[config.mk]
export PLATFORM = sky130hd
export DESIGN_NAME = cluster_serializer
export DESIGN_NICKNAME = d
export VERILOG_FILES = /design/src/rtl/cluster_pkg.sv /design/src/rtl/first_one8.sv /design/src/rtl/cluster_serializer.sv
export SDC_FILE = /design/constraint.sdc
export NUM_CORES = 1
export LEC_CHECK = 0
export ABC_CLOCK_PERIOD_IN_PS = 13200
export BUFFER_PORTS_ARGS = -buffer_cell sky130_fd_sc_hd__buf_4
export CORE_MARGIN = 3
export CORE_UTILIZATION = 41
export DETAILED_ROUTE_END_ITERATION = 12
export GPL_TIMING_DRIVEN = 0
export RECOVER_POWER = 100
export SETUP_SLACK_MARGIN = 0.15
export SYNTH_ARGS = -nofsm -noshare
export SYNTH_HDL_FRONTEND = slang
export SYNTH_SLANG_ARGS = --single-unit
[constraint.sdc]
create_clock -name clock4x -period 13.2 [get_ports clock4x]
set_input_delay 0.66 -clock clock4x [delete_from_list [all_inputs] [get_ports clock4x]]
set_output_delay 0.66 -clock clock4x [all_outputs]
set_load 0.05 [all_outputs]
[src/rtl/cluster_pkg.sv]
// Shared cluster definitions for the merger, serializer and link formatter.
package cluster_pkg;

    localparam int unsigned MXADRBITS = 11;
    localparam int unsigned MXCNTBITS = 3;
    localparam int unsigned NSLOTS    = 8;
    localparam logic [MXADRBITS-1:0] INVALID_ADR = {MXADRBITS{1'b1}};

    typedef struct packed {
        logic [MXCNTBITS-1:0] cnt;
        logic [MXADRBITS-1:0] adr;
    } cluster_t;

endpackage

[src/rtl/first_one8.sv]
// Lowest-set-bit priority encoder over 8 requests.
module first_one8 (
    input  logic [7:0] req,
    output logic [2:0] idx,
    output logic       any_set
);

    // Scan from the top so the lowest set bit is the last one to win.
    always_comb begin
        idx     = 3'd0;
        any_set = |req;
        for (int i = 7; i >= 0; i--) begin
            if (req[i]) idx = 3'(i);
        end
    end

endmodule

[src/rtl/cluster_serializer.sv]
// Serializes captured cluster frames onto a framed, back-pressured stream
// through a two-bank ping-pong buffer with overflow counting.
module cluster_serializer
    import cluster_pkg::*;
#(
    parameter int unsigned MXADRBITS = cluster_pkg::MXADRBITS,
    parameter int unsigned MXCNTBITS = cluster_pkg::MXCNTBITS,
    parameter logic [MXADRBITS-1:0] INVALID_ADR = {MXADRBITS{1'b1}},
    parameter int unsigned OVFBITS   = 16
) (
    input  logic                           clock4x,
    input  logic                           reset,
    input  logic                           mux_pulse_in,
    input  logic [8*MXADRBITS-1:0]         adr_in,
    input  logic [8*MXCNTBITS-1:0]         cnt_in,
    output logic [MXADRBITS+MXCNTBITS-1:0] data_o,
    output logic                           sof_o,
    output logic                           eof_o,
    output logic                           valid_o,
    input  logic                           ready_i,
    output logic [OVFBITS-1:0]             ovf_cnt_o,
    output logic                           ovf_o
);

    logic [MXADRBITS-1:0] adr_bank [2][8];
    logic [MXCNTBITS-1:0] cnt_bank [2][8];
    logic [7:0]           mask     [2];
    logic [1:0]           first;
    logic [1:0]           occ;
    logic                 wr_ptr;
    logic                 rd_ptr;

    logic [7:0] in_mask;
    logic [7:0] m_cur, m_oth, m_after, nxt_mask;
    logic [2:0] cur_idx, oth_idx, after_idx, nxt_idx;
    logic       cur_any, oth_any, after_any;
    logic       word_acc, bank_done, capture, drop;
    logic       load, nxt_bank, nxt_sof, nxt_eof;

    first_one8 u_fo_cur   (.req(m_cur),   .idx(cur_idx),   .any_set(cur_any));
    first_one8 u_fo_oth   (.req(m_oth),   .idx(oth_idx),   .any_set(oth_any));
    first_one8 u_fo_after (.req(m_after), .idx(after_idx), .any_set(after_any));

    // Slot validity of the incoming frame.
    always_comb begin
        in_mask = 8'd0;
        for (int k = 0; k < 8; k++) begin
            in_mask[k] = (adr_in[k*MXADRBITS +: MXADRBITS] != INVALID_ADR);
        end
    end

    // Handshake, capture/drop decisions and selection of the next output word.
    always_comb begin
        m_cur     = mask[rd_ptr];
        m_oth     = mask[~rd_ptr];
        m_after   = m_cur & (m_cur - 8'd1);
        word_acc  = valid_o & ready_i;
        bank_done = word_acc & eof_o;
        capture   = mux_pulse_in & ((occ != 2'd2) | bank_done);
        drop      = mux_pulse_in & (occ == 2'd2) & ~bank_done;

        load     = 1'b0;
        nxt_bank = rd_ptr;
        nxt_idx  = cur_idx;
        nxt_sof  = first[rd_ptr];
        nxt_mask = m_cur;
        if (!valid_o) begin
            load = (occ != 2'd0) & cur_any;
        end else if (word_acc) begin
            if (after_any) begin
                load     = 1'b1;
                nxt_idx  = after_idx;
                nxt_sof  = 1'b0;
                nxt_mask = m_after;
            end else if (occ == 2'd2) begin
                // Current bank finished; the other bank continues without a bubble.
                load     = oth_any;
                nxt_bank = ~rd_ptr;
                nxt_idx  = oth_idx;
                nxt_sof  = first[~rd_ptr];
                nxt_mask = m_oth;
            end
        end
        nxt_eof = ((nxt_mask & (nxt_mask - 8'd1)) == 8'd0);
    end

    // Banks, pointers, occupancy, output register and overflow counter.
    always_ff @(posedge clock4x) begin
        if (reset) begin
            for (int b = 0; b < 2; b++) begin
                mask[b] <= 8'd0;
                for (int k = 0; k < 8; k++) begin
                    adr_bank[b][k] <= '0;
                    cnt_bank[b][k] <= '0;
                end
            end
            first     <= 2'b00;
            occ       <= 2'd0;
            wr_ptr    <= 1'b0;
            rd_ptr    <= 1'b0;
            data_o    <= '0;
            sof_o     <= 1'b0;
            eof_o     <= 1'b0;
            valid_o   <= 1'b0;
            ovf_cnt_o <= '0;
            ovf_o     <= 1'b0;
        end else begin
            if (word_acc) begin
                first[rd_ptr] <= 1'b0;
                mask[rd_ptr]  <= m_after;
            end
            if (bank_done) rd_ptr <= ~rd_ptr;
            // A capture into the bank being released overrides its clearing.
            if (capture) begin
                for (int k = 0; k < 8; k++) begin
                    adr_bank[wr_ptr][k] <= adr_in[k*MXADRBITS +: MXADRBITS];
                    cnt_bank[wr_ptr][k] <= cnt_in[k*MXCNTBITS +: MXCNTBITS];
                end
                if (in_mask == 8'd0) begin
                    // Empty crossing: keep one pseudo-word in slot 0 for alignment.
                    mask[wr_ptr]        <= 8'h01;
                    cnt_bank[wr_ptr][0] <= '0;
                end else begin
                    mask[wr_ptr] <= in_mask;
                end
                first[wr_ptr] <= 1'b1;
                wr_ptr        <= ~wr_ptr;
            end
            occ <= occ + 2'(capture) - 2'(bank_done);

            if (load) begin
                data_o  <= {cnt_bank[nxt_bank][nxt_idx], adr_bank[nxt_bank][nxt_idx]};
                sof_o   <= nxt_sof;
                eof_o   <= nxt_eof;
                valid_o <= 1'b1;
            end else if (word_acc) begin
                valid_o <= 1'b0;
                sof_o   <= 1'b0;
                eof_o   <= 1'b0;
            end

            if (drop) begin
                ovf_o <= 1'b1;
                if (ovf_cnt_o != {OVFBITS{1'b1}}) ovf_cnt_o <= ovf_cnt_o + OVFBITS'(1);
            end
        end
    end

endmodule

# Word-level counts from Yosys, hierarchy flattened
# Memory sizes are Yosys's and may differ from the RTL's. A register that Yosys moved wholly into a read port is not among the register bits.
# Cells that the tools add are included.
# Widths: inputs -> output; s select.
[word_totals] register_bits=40 n_memories=3 ramBits=240 output_inout_bits=34 wordCells=164
[mem_list] name="adr_bank" words=2 width=88 read_ports=1 rd_clocked_by_memory_dff=0 wr=2 line="cluster_serializer.sv:25" text="logic [MXADRBITS-1:0] adr_bank [2][8];"
[mem_list] name="cnt_bank" words=2 width=24 read_ports=1 rd_clocked_by_memory_dff=0 wr=2 line="cluster_serializer.sv:26" text="logic [MXCNTBITS-1:0] cnt_bank [2][8];"
[mem_list] name="mask" words=2 width=8 read_ports=2 rd_clocked_by_memory_dff=1 wr=2 line="cluster_serializer.sv:27" text="logic [7:0] mask [2];"
[op_classes] magnitude_cmp=6 muxes=97 n_reduce_logical=14 bitwise=18 n_addsub=5 n_eq_ne=11
[ops] operator="$mux 3" count=31
[ops] operator="$mux 88" count=1
[ops] operator="$ne 11x11->1 const B" count=8
[ops] operator="$reduce_or 88->1" count=1
[ops] operator="$mux 8" count=7
[ops] operator="$mux 1" count=47
[ops] operator="$reduce_or 8->1" count=5
[ops] operator="$bmux 11 s3" count=1
[ops] operator="$mux 24" count=1
[ops] operator="$reduce_or 24->1" count=1
[ops] operator="$mux 11" count=2
[ops] operator="$add 16x1->16 const B" count=1
[ops] operator="$and 8x8->8" count=2
[ops] operator="$logic_not 8->1" count=2
[ops] operator="$ne 16x16->1 const B" count=1
[ops] operator="$sub 8x1->8 const B" count=2
[ops] operator="$bmux 3 s3" count=1
[ops] operator="$mux 2" count=4
[ops] operator="$and 1x1->1" count=6
[ops] operator="$lt 1x2->1 const B" count=3
[ops] operator="$ge 4x4->1 const B" count=1
[ops] operator="$not 3->4" count=1
[ops] operator="$reduce_bool 2->1" count=2
[ops] operator="$not 1->1" count=3
[ops] operator="12 further kinds" count=17

# Logic depth before layout (Yosys ltp)
# Gate-level depths: netlist of the first run.
# An unclocked memory read counts as a cell.
[logic_depth] word_depth=18 mapped_depth=13 mapped_depth_nobuf=10

# Modules after synthesis
# From an unflattened synthesis of the first run, not the netlist that was laid out.
[hier_totals] hier_cells=1213 hier_area_um2=13859.5
[by_module_without_submodules] module="cluster_serializer" instances=1 cells_each=1174 area_each_um2=13615.6
[by_module_without_submodules] module="first_one8" instances=3 cells_each=13 area_each_um2=81.3

# Least setup slack after synthesis of the first run
# No wires, ideal clock.
[synth_timing] path_kind="reg-to-reg" from="register valid_o" to="memory mask[0][0], enable pin" required_ps=12880 path_buffers=0 setup_slack_ps=6828 path_stages_with_launch=7 arrival_time_ps=6052 path_cell_list="dfxtp_1 -> and2_1 -> nand2_1 -> nand2_1 -> nand2_1 -> o21bai_1 -> or2_2"
[synth_lines] element="start: declaration" line="cluster_serializer.sv:19" text="output logic valid_o,"
[synth_lines] element="start signal: assignment" line="cluster_serializer.sv:104" text="valid_o <= 1'b0;"
[synth_lines] element="start signal: assignment" line="cluster_serializer.sv:135" text="valid_o <= 1'b1;"
[synth_lines] element="start signal: assignment" line="cluster_serializer.sv:137" text="valid_o <= 1'b0;"
[synth_lines] element="end: declaration" line="cluster_serializer.sv:27"

==> results.txt, run 1 <==
Among all flip-flop cells after synthesis, the most frequent one is sky130_fd_sc_hd__edfxtp_1. The checks that failed: capacitance limit, slew limit. The detail route stage leaves a number of antenna-violating nets equal to 0. For the cell area after technology mapping, the log shows 13,740 um2. The tools report the number of placement rows as 66. TritonCTS built the clock tree.

150 I/O pins were placed. Internal power comes to 1869 uW. Average routed wire per standard cell: 23.25 um.

The run gives -0.8431 as the worst-case headroom to the max-slew limit. The DRC marker count from the first detailed-route iteration is 805, and the post-route minimum period is 6140 ps. The post-CTS resize count is 0, and the maximum root-to-sink buffer count is 3.

Data arrives at the worst endpoint at 6540 ps. The layout has 3,012 filler cells. The synthesized netlist contains 76 unique library cells. The core area is 32,780 um2. For the combined global-route utilization of all metal layers, the log shows 0.2193. The tree is rooted in a sky130_fd_sc_hd__clkbuf_16. The library cell used most frequently in the layout, excluding fill and tap cells, is sky130_fd_sc_hd__edfxtp_1.

The run finished, with violations left. The async set-reset flop share out of synthesis works out to 0. For this block, the routed nets add up to 39.67 mm of wire. Port buffering added 149 buffers. After detailed routing, the number of remaining DRC violations is 0. The die covers 35,750 um2. For this run, the detailed router's first-pass iteration total came to 5. At the pin with the least slew margin, the transition time is 2765 ps.

The summed negative setup slack over all endpoints was 0 ps; the total of warnings raised by yosys was 0. The largest vdd supply drop was 0.1034 mV. Relative to the synthesized area, the layout overhead comes to 19.01%. The tools report the largest net degree at the start of global routing as 45.

The tools report the number of global-route vias before repair as 9,654. The critical path capture point type was a flop. The library cells used most frequently in the layout, excluding fill and tap cells, are sky130_fd_sc_hd__edfxtp_1, sky130_fd_sc_hd__and2_0, sky130_fd_sc_hd__buf_4. The max-cap check violation count was 3; the post-DP HPWL was 29.08 mm.

After detailed routing, the number of vias per cell comes to 5.610. Clock tree synthesis inserted a total of 31 buffers. Dividing total power by cell area gives a power density of 162.5 nW/um2. The path class of the tightest hold or removal check is primary input to flop. The post-route cell area came out at 16,360 um2. The relative contribution of sequential cells to total power was 0.423; the sequential share of the synthesized area was 0.5841. Combinational share of power: 0.221. For the number of nets in the layout, the log shows 1,357. Counting every instance in the synthesized netlist gives 1,052. Grouping stages by cell kind, the critical path spends the most delay in compound AO/OA/AOI/OAI gates. Derived from the worst setup path, the maximum achievable clock frequency is 0.1629 GHz. The logs give 13,600 ps for the required time at the endpoint of the critical path and 0 for the count of final hold-check violations. Clock-pin slew was measured on the worst setup and hold paths at 60 ps. The critical path goes through clkbuf_1 -> nor2b_1 -> a32oi_1 -> o21ai_0 -> a211oi_1 -> o21ai_0 -> o211ai_1 -> clkbuf_1 -> mux4_2 -> o22ai_1 -> a2111oi_0. The post-route fraction of the period consumed by the critical path was 0.4652; the instance area at placement was 15,540 um2. On the final layout, the worst clock skew is 6.525 ps.

The global-route wire length before repair came out at 59.46 mm. The detailed router placed 9,571 vias in this run. The H-tree depth was 1. Power share of the clock group: 0.355. Setup repair after global routing left no endpoint under its margin. The total of flip-flops plus latches after synthesis is 281. In this run the worst path has a maximum fanout of 10. The clock drives 281 sinks.

The initial standard-cell utilization of the core came out at 0.4192. In this run the power spent charging and discharging nets is 789.7 uW. The classification of the worst setup path was flop to flop. Number of enable flip-flop cells after synthesis: 240. The largest stage delay on the critical path was 1180 ps.

Setup violations remaining at the end of the flow were counted as 0. The total overflow reported by the global router was 0; the die height was 189.1 um. The layout cell share with drive strength beyond 1 came out at 0.1956.

The average instance in the mapped netlist occupies 13.06 um2. The number of buffers inserted to repair setup after CTS is 0, and the switching part of the total power is 0.2970. Die width: 189.1 um.

The hold-fix buffer count after cts is 0. At the end of routability-driven placement, the weighted congestion stood at 0.8626. The critical path contains buffers and inverters numbering 2 combined. The design draws 2658 uW. The max-slew violation count came out at 107.

For the initial antenna violation count, the log shows 1. The slowest stage of the critical path is the sky130_fd_sc_hd__o211ai_1 cell. The clock reaches the later pin of the worst-skew pair after 560 ps.

In this run the static leakage power is 0.005926 uW. The post-synth net total is 1,170. STA classifies the critical path startpoint as a flop.
[per-layer routing]
layer / vias to the layer above / global-route usage / share of wire
met4: 0 / 0.08565 / 0.039
met2: 351 / 0.3570 / 0.47
li1: 4375 / - / -
met3: 71 / 0.02962 / 0.065
met5: - / 0 / 0
met1: 4774 / 0.3004 / 0.42
[cells in the mapped netlist, types with 9 or more instances]
| master | n | area share |
|---|---|---|
| sky130_fd_sc_hd__mux4_2 | 45 | 0.074 |
| sky130_fd_sc_hd__mux2i_1 | 11 | 0.0080 |
| sky130_fd_sc_hd__edfxtp_1 | 240 | 0.52 |
| sky130_fd_sc_hd__xor2_1 | 11 | 0.0070 |
| sky130_fd_sc_hd__nand2b_1 | 9 | 0.0041 |
| sky130_fd_sc_hd__nand2_1 | 42 | 0.011 |
| sky130_fd_sc_hd__o22ai_1 | 37 | 0.017 |
| sky130_fd_sc_hd__and2_1 | 213 | 0.097 |
| sky130_fd_sc_hd__nand3_1 | 19 | 0.0069 |
| sky130_fd_sc_hd__clkbuf_1 | 40 | 0.011 |
| sky130_fd_sc_hd__nor2_1 | 42 | 0.011 |
| sky130_fd_sc_hd__a21oi_1 | 28 | 0.010 |
| sky130_fd_sc_hd__nor3_1 | 18 | 0.0066 |
| sky130_fd_sc_hd__a2111oi_1 | 10 | 0.0073 |
| sky130_fd_sc_hd__or3_1 | 10 | 0.0046 |
| sky130_fd_sc_hd__dfxtp_1 | 41 | 0.060 |
| sky130_fd_sc_hd__nand4_1 | 21 | 0.0096 |
| sky130_fd_sc_hd__inv_1 | 26 | 0.0071 |
| sky130_fd_sc_hd__o21ai_0 | 20 | 0.0073 |
| sky130_fd_sc_hd__and3_1 | 17 | 0.0077 |
[power by group through the flow]
stage | sequential, uW | combinational [uW] | clock [uW]
after global placement | 1150 | 608 | 0
after CTS | 1120 | 620 | 955
after floorplan | 1190 | 329 | 0
after detailed placement | 1140 | 618 | 0
after global routing | 1140 | 625 | 991
final | 1130 | 588 | 945
[layout make-up]
| type | instances | area, um2 | share of cell area |
|---|---|---|---|
| multi-input cells | 684 | 5261 | 0.3217 |
| clock buffers | 34 | 787.0 | 0.04812 |
| plain buffers | 61 | 295.3 | 0.01805 |
| diodes | 1 | 2.502 | 0.0001530 |
| clock inverters | 23 | 324.1 | 0.01981 |
| flip-flops and latches | 281 | 8028 | 0.4908 |
| repair buffers | 154 | 1006 | 0.06151 |
| inverters | 26 | 98.84 | 0.006043 |
| well taps | 442 | 553.0 | 0.03381 |
[through the flow]
step / hold WS (ps) / util / std cells / worst slack [ps]
after floorplan: 473.2 / - / 1052 / 6828
after global placement: 458.6 / 0.4702 / 1643 / 3670
after detailed placement: 463.2 / 0.4741 / 1648 / 8823
after CTS: 365.3 / 0.5080 / 1705 / 8802
final: 385.3 / 0.4989 / 1706 / 7060
after global routing: 378.8 / 0.4989 / 1706 / 6759
[registers in the layout (all words and copies together), names as in the netlist, 2 cells and up, named ones only]
| name | cells |
|---|---|
| mask | 16 |
| ovf_cnt_o | 16 |
| occ | 2 |
| first | 2 |
| data_o | 14 |
| cnt_bank | 48 |
| adr_bank | 176 |
[final timing paths]
check                           slack [ps]              to  cells after the start        from
worst max register to register        7060      data_o[10]                     11        flop
worst min-delay path                   390  cnt_bank[1][1]                      2  cnt_in[22]
worst min register to register         460           ovf_o                      2       ovf_o
worst max-delay path                  7060      data_o[10]                     11        flop
[logic make-up after synthesis]
group / count (synthesis) / synth area share
flip-flops: 281 / 0.5841
buffers and inverters: 87 / 0.03032
AND/OR/NAND/NOR: 416 / 0.1723
AO/OA/AOI/OAI: 174 / 0.09223
multiplexers: 71 / 0.1028
adder cells (fa/ha/maj): 5 / 0.004006
XOR/XNOR: 18 / 0.01420
Note: power is estimated with default switching activity, not from simulation.
==> run 2: changes to the inputs <==
--- a/config.mk
+++ b/config.mk
@@ -5,7 +5,7 @@
 export SDC_FILE = /design/constraint.sdc
 export NUM_CORES = 1
 export LEC_CHECK = 0
-export ABC_CLOCK_PERIOD_IN_PS = 13200
+export ABC_CLOCK_PERIOD_IN_PS = 6080
 export BUFFER_PORTS_ARGS = -buffer_cell sky130_fd_sc_hd__buf_4
 export CORE_MARGIN = 3
 export CORE_UTILIZATION = 41
==> constraint.sdc (replaced) <==
create_clock -name clock4x -period 6.08 [get_ports clock4x]
set_input_delay 0.304 -clock clock4x [delete_from_list [all_inputs] [get_ports clock4x]]
set_output_delay 0.304 -clock clock4x [all_outputs]
set_load 0.05 [all_outputs]
==> run 2 against run 1 <==
  * The run still ends with capacitance limit, slew limit left
  * Combinational power up 120%
  * Clock power up 77%
  * Via count up 1.1%
  * Sequential cell count unchanged
  * Critical path type unchanged
  * Critical endpoint is now data_o[9]
  * Largest cell class unchanged
==> results.txt, run 2 (same netlist as run 1, synthesis figures left out) <==
In the routed design, unresolved DRC markers number 0. The run gives 35,750 um2 as the area of the die. The filler-free cell count of the finished design is 1,729. Traced cell by cell, the critical path runs through nor2b_1 -> a32oi_1 -> o21ai_0 -> a211oi_1 -> o21ai_2 -> o211ai_1 -> nand2_1 -> clkbuf_1 -> o22ai_1 -> a2111oi_0.

The worst-case headroom to the max-slew limit was -0.3745. Among all stages on the critical path, the largest delay is contributed by sky130_fd_sc_hd__o211ai_1. The summed negative setup slack over all endpoints is 0 ps. The internal portion of the total power is 3713 uW.

The layout cell share with drive strength beyond 1 came out at 0.1880. The post-route fraction of the period consumed by the critical path is 0.8340, and the combinational share of power is 0.240. The max-slew violation count came out at 47.

The class of the worst hold path was primary input to flop. The largest stage delay on the critical path works out to 970 ps. The logs give 5490 ps for the arrival time of the worst setup path and 1,648 for the cell total after placement.

The detailed router placed 9,675 vias in this run. The run finished, with violations left. For the number of global-route vias before repair, the log shows 9,813. The logs give 0.308 for the power share of the clock group and 45 for the largest net degree at the start of global routing. Once detail routing completed, the nets flagged for antenna violations numbered 0. During placement, the flow inserted port buffers numbering 149. The tools report the relative contribution of sequential cells to total power as 0.452. Summed over all layers, the global routing overflow is 0. The first detailed-routing pass took 5 iterations. The count of final hold-check violations came out at 0. Counting the buffers created by CTS gives 30. Leaving out fill and tap cells, the most frequent cells in the layout are sky130_fd_sc_hd__edfxtp_1, sky130_fd_sc_hd__and2_0, sky130_fd_sc_hd__buf_4.

The largest registers in the layout are adr_bank (176), cnt_bank (48). The global-route wire length before repair was 60.17 mm. In the final design database the tool counted 1,382 nets. The clock sink count was 281; the clock latency reported for the late side of the worst-skew pair was 580 ps.

The die height was 189.1 um. Leaving out fill and tap cells, the most frequent cell in the layout is sky130_fd_sc_hd__edfxtp_1. The post-route minimum period works out to 5070 ps. The classification of the worst setup path was flop to flop.

The register with the most flip-flops in the layout has 176 of them. The tools report the leakage power as 0.005958 uW. The power density relative to cell area is 329.0 nW/um2. VDD sags by at most 0.2575 mV. In this run the worst path has a maximum fanout of 10. The worst setup path is launched from a flop. The largest clock skew in the final design was 37.33 ps.

Setup repair after global routing left no endpoint under its margin. The run gives 806 as the DRC marker count from the first detailed-route iteration. The routed design has 40.18 mm of wire. In the final layout, the multi-input gates occupy 5269 um2. The tools report the master cell of the clock root buffer as sky130_fd_sc_hd__clkbuf_16. The critical path buffer and inverter count was 1.

The clock passes through at most 3 buffers. The tool flagged a number of max-cap violations equal to 2. The logs give 0.2223 for the combined global-route utilization of all metal layers and 0.9199 for the global placement routability congestion. The worst setup path is captured at a flop. Grouping stages by cell kind, the critical path spends the most delay in compound AO/OA/AOI/OAI gates. The number of antenna repair diodes is 0, and the clock-pin slew of the registers on the worst-case setup and hold paths is 60 ps. H-tree depth: 1. The initial antenna violation count was 1; the final number of setup-violating endpoints was 0. Across the whole layout, storage elements account for 8028 um2.

Once detailed placement completed, the half-perimeter wirelength came to 29.42 mm. 150 I/O pins were placed. The floorplan step defined a core boundary enclosing 32,780 um2.

The average routed wire per standard cell was 23.24 um. Switching part of the total power: 0.3142. The die is 189.1 um wide.

STA puts the critical path data required time at 6500 ps. The initial standard-cell utilization of the core was 0.4192. The checks that failed: capacitance limit, slew limit. In the routed layout, each cell is associated on average with a via count of 5.596. The number of fill cells in the layout was 2,941; the post-synthesis to final-layout area growth was 19.73%.

The transition time at the pin with the least slew margin is 2057 ps. TritonCTS built the clock tree. More flip-flops sit in one register than any other, and that register is adr_bank.

The number of placement rows came out at 66. Maximum achievable frequency: 0.1972 GHz. The net switching component of the power came out at 1701 uW.
[run 2: metal layers]
layer,routed length (um),global-route usage
met2,19860,0.3793
met1,17010,0.3020
met3,2074,0.02740
met4,1229,0.06044
met5,13,0
[run 2: path summary, 6_finish.rpt]
check                  start         endpoint  slack [ps]  cells after the start
setup reg to reg  mask[0][1]        data_o[9]        1010                     10
setup / recovery  mask[0][1]        data_o[9]        1010                     10
hold / removal    adr_in[18]  adr_bank[0][73]          20                      2
hold reg to reg        ovf_o            ovf_o         460                      2
[run 2: cell type report]
| cell class | count | area share |
|---|---|---|
| inverter | 26 | 0.006083 |
| clock buffer | 38 | 0.04745 |
| tap | 442 | 0.03361 |
| clock inverter | 17 | 0.006539 |
| buffer | 61 | 0.01886 |
| multi-input combinational | 684 | 0.3202 |
| timing repair buffer | 180 | 0.07939 |
| sequential | 281 | 0.4879 |
[run 2: power groups by stage]
| stage | logic [uW] | clock network (uW) | registers [uW] |
|---|---|---|---|
| 6_report | 1300 | 1670 | 2450 |
| 4_1_cts | 1360 | 1700 | 2440 |
| 3_5_place_dp | 1340 | 0 | 2480 |
| 3_3_place_gp | 1320 | 0 | 2490 |
| 5_1_grt | 1380 | 1780 | 2460 |
| 2_1_floorplan | 716 | 0 | 2570 |
[run 2: repair_timing]
action	in CTS	in global routing
setup endpoints to repair	0	0
endpoints found under the hold margin	36	0
hold buffers	26	0
setup buffers	0	0
resized for setup	0	0
[run 2: through the flow]
| step | worst slack [ps] | cell area, um2 | total power, uW | hold slack (ps) | util |
|---|---|---|---|---|---|
| 3_3_place_gp | 97.17 | 15420 | 3807 | 460.8 | 0.4703 |
| 5_1_grt | 869.7 | 16450 | 5620 | 8.335 | 0.5019 |
| 3_5_place_dp | 1873 | 15540 | 3826 | 459.0 | 0.4741 |
| 2_1_floorplan | 1686 | 13750 | 3287 | 473.2 | - |
| 6_report | 1010 | 16450 | 5414 | 24.33 | 0.5019 |
| 4_1_cts | 1844 | 16690 | 5504 | 0.5412 | 0.5091 |
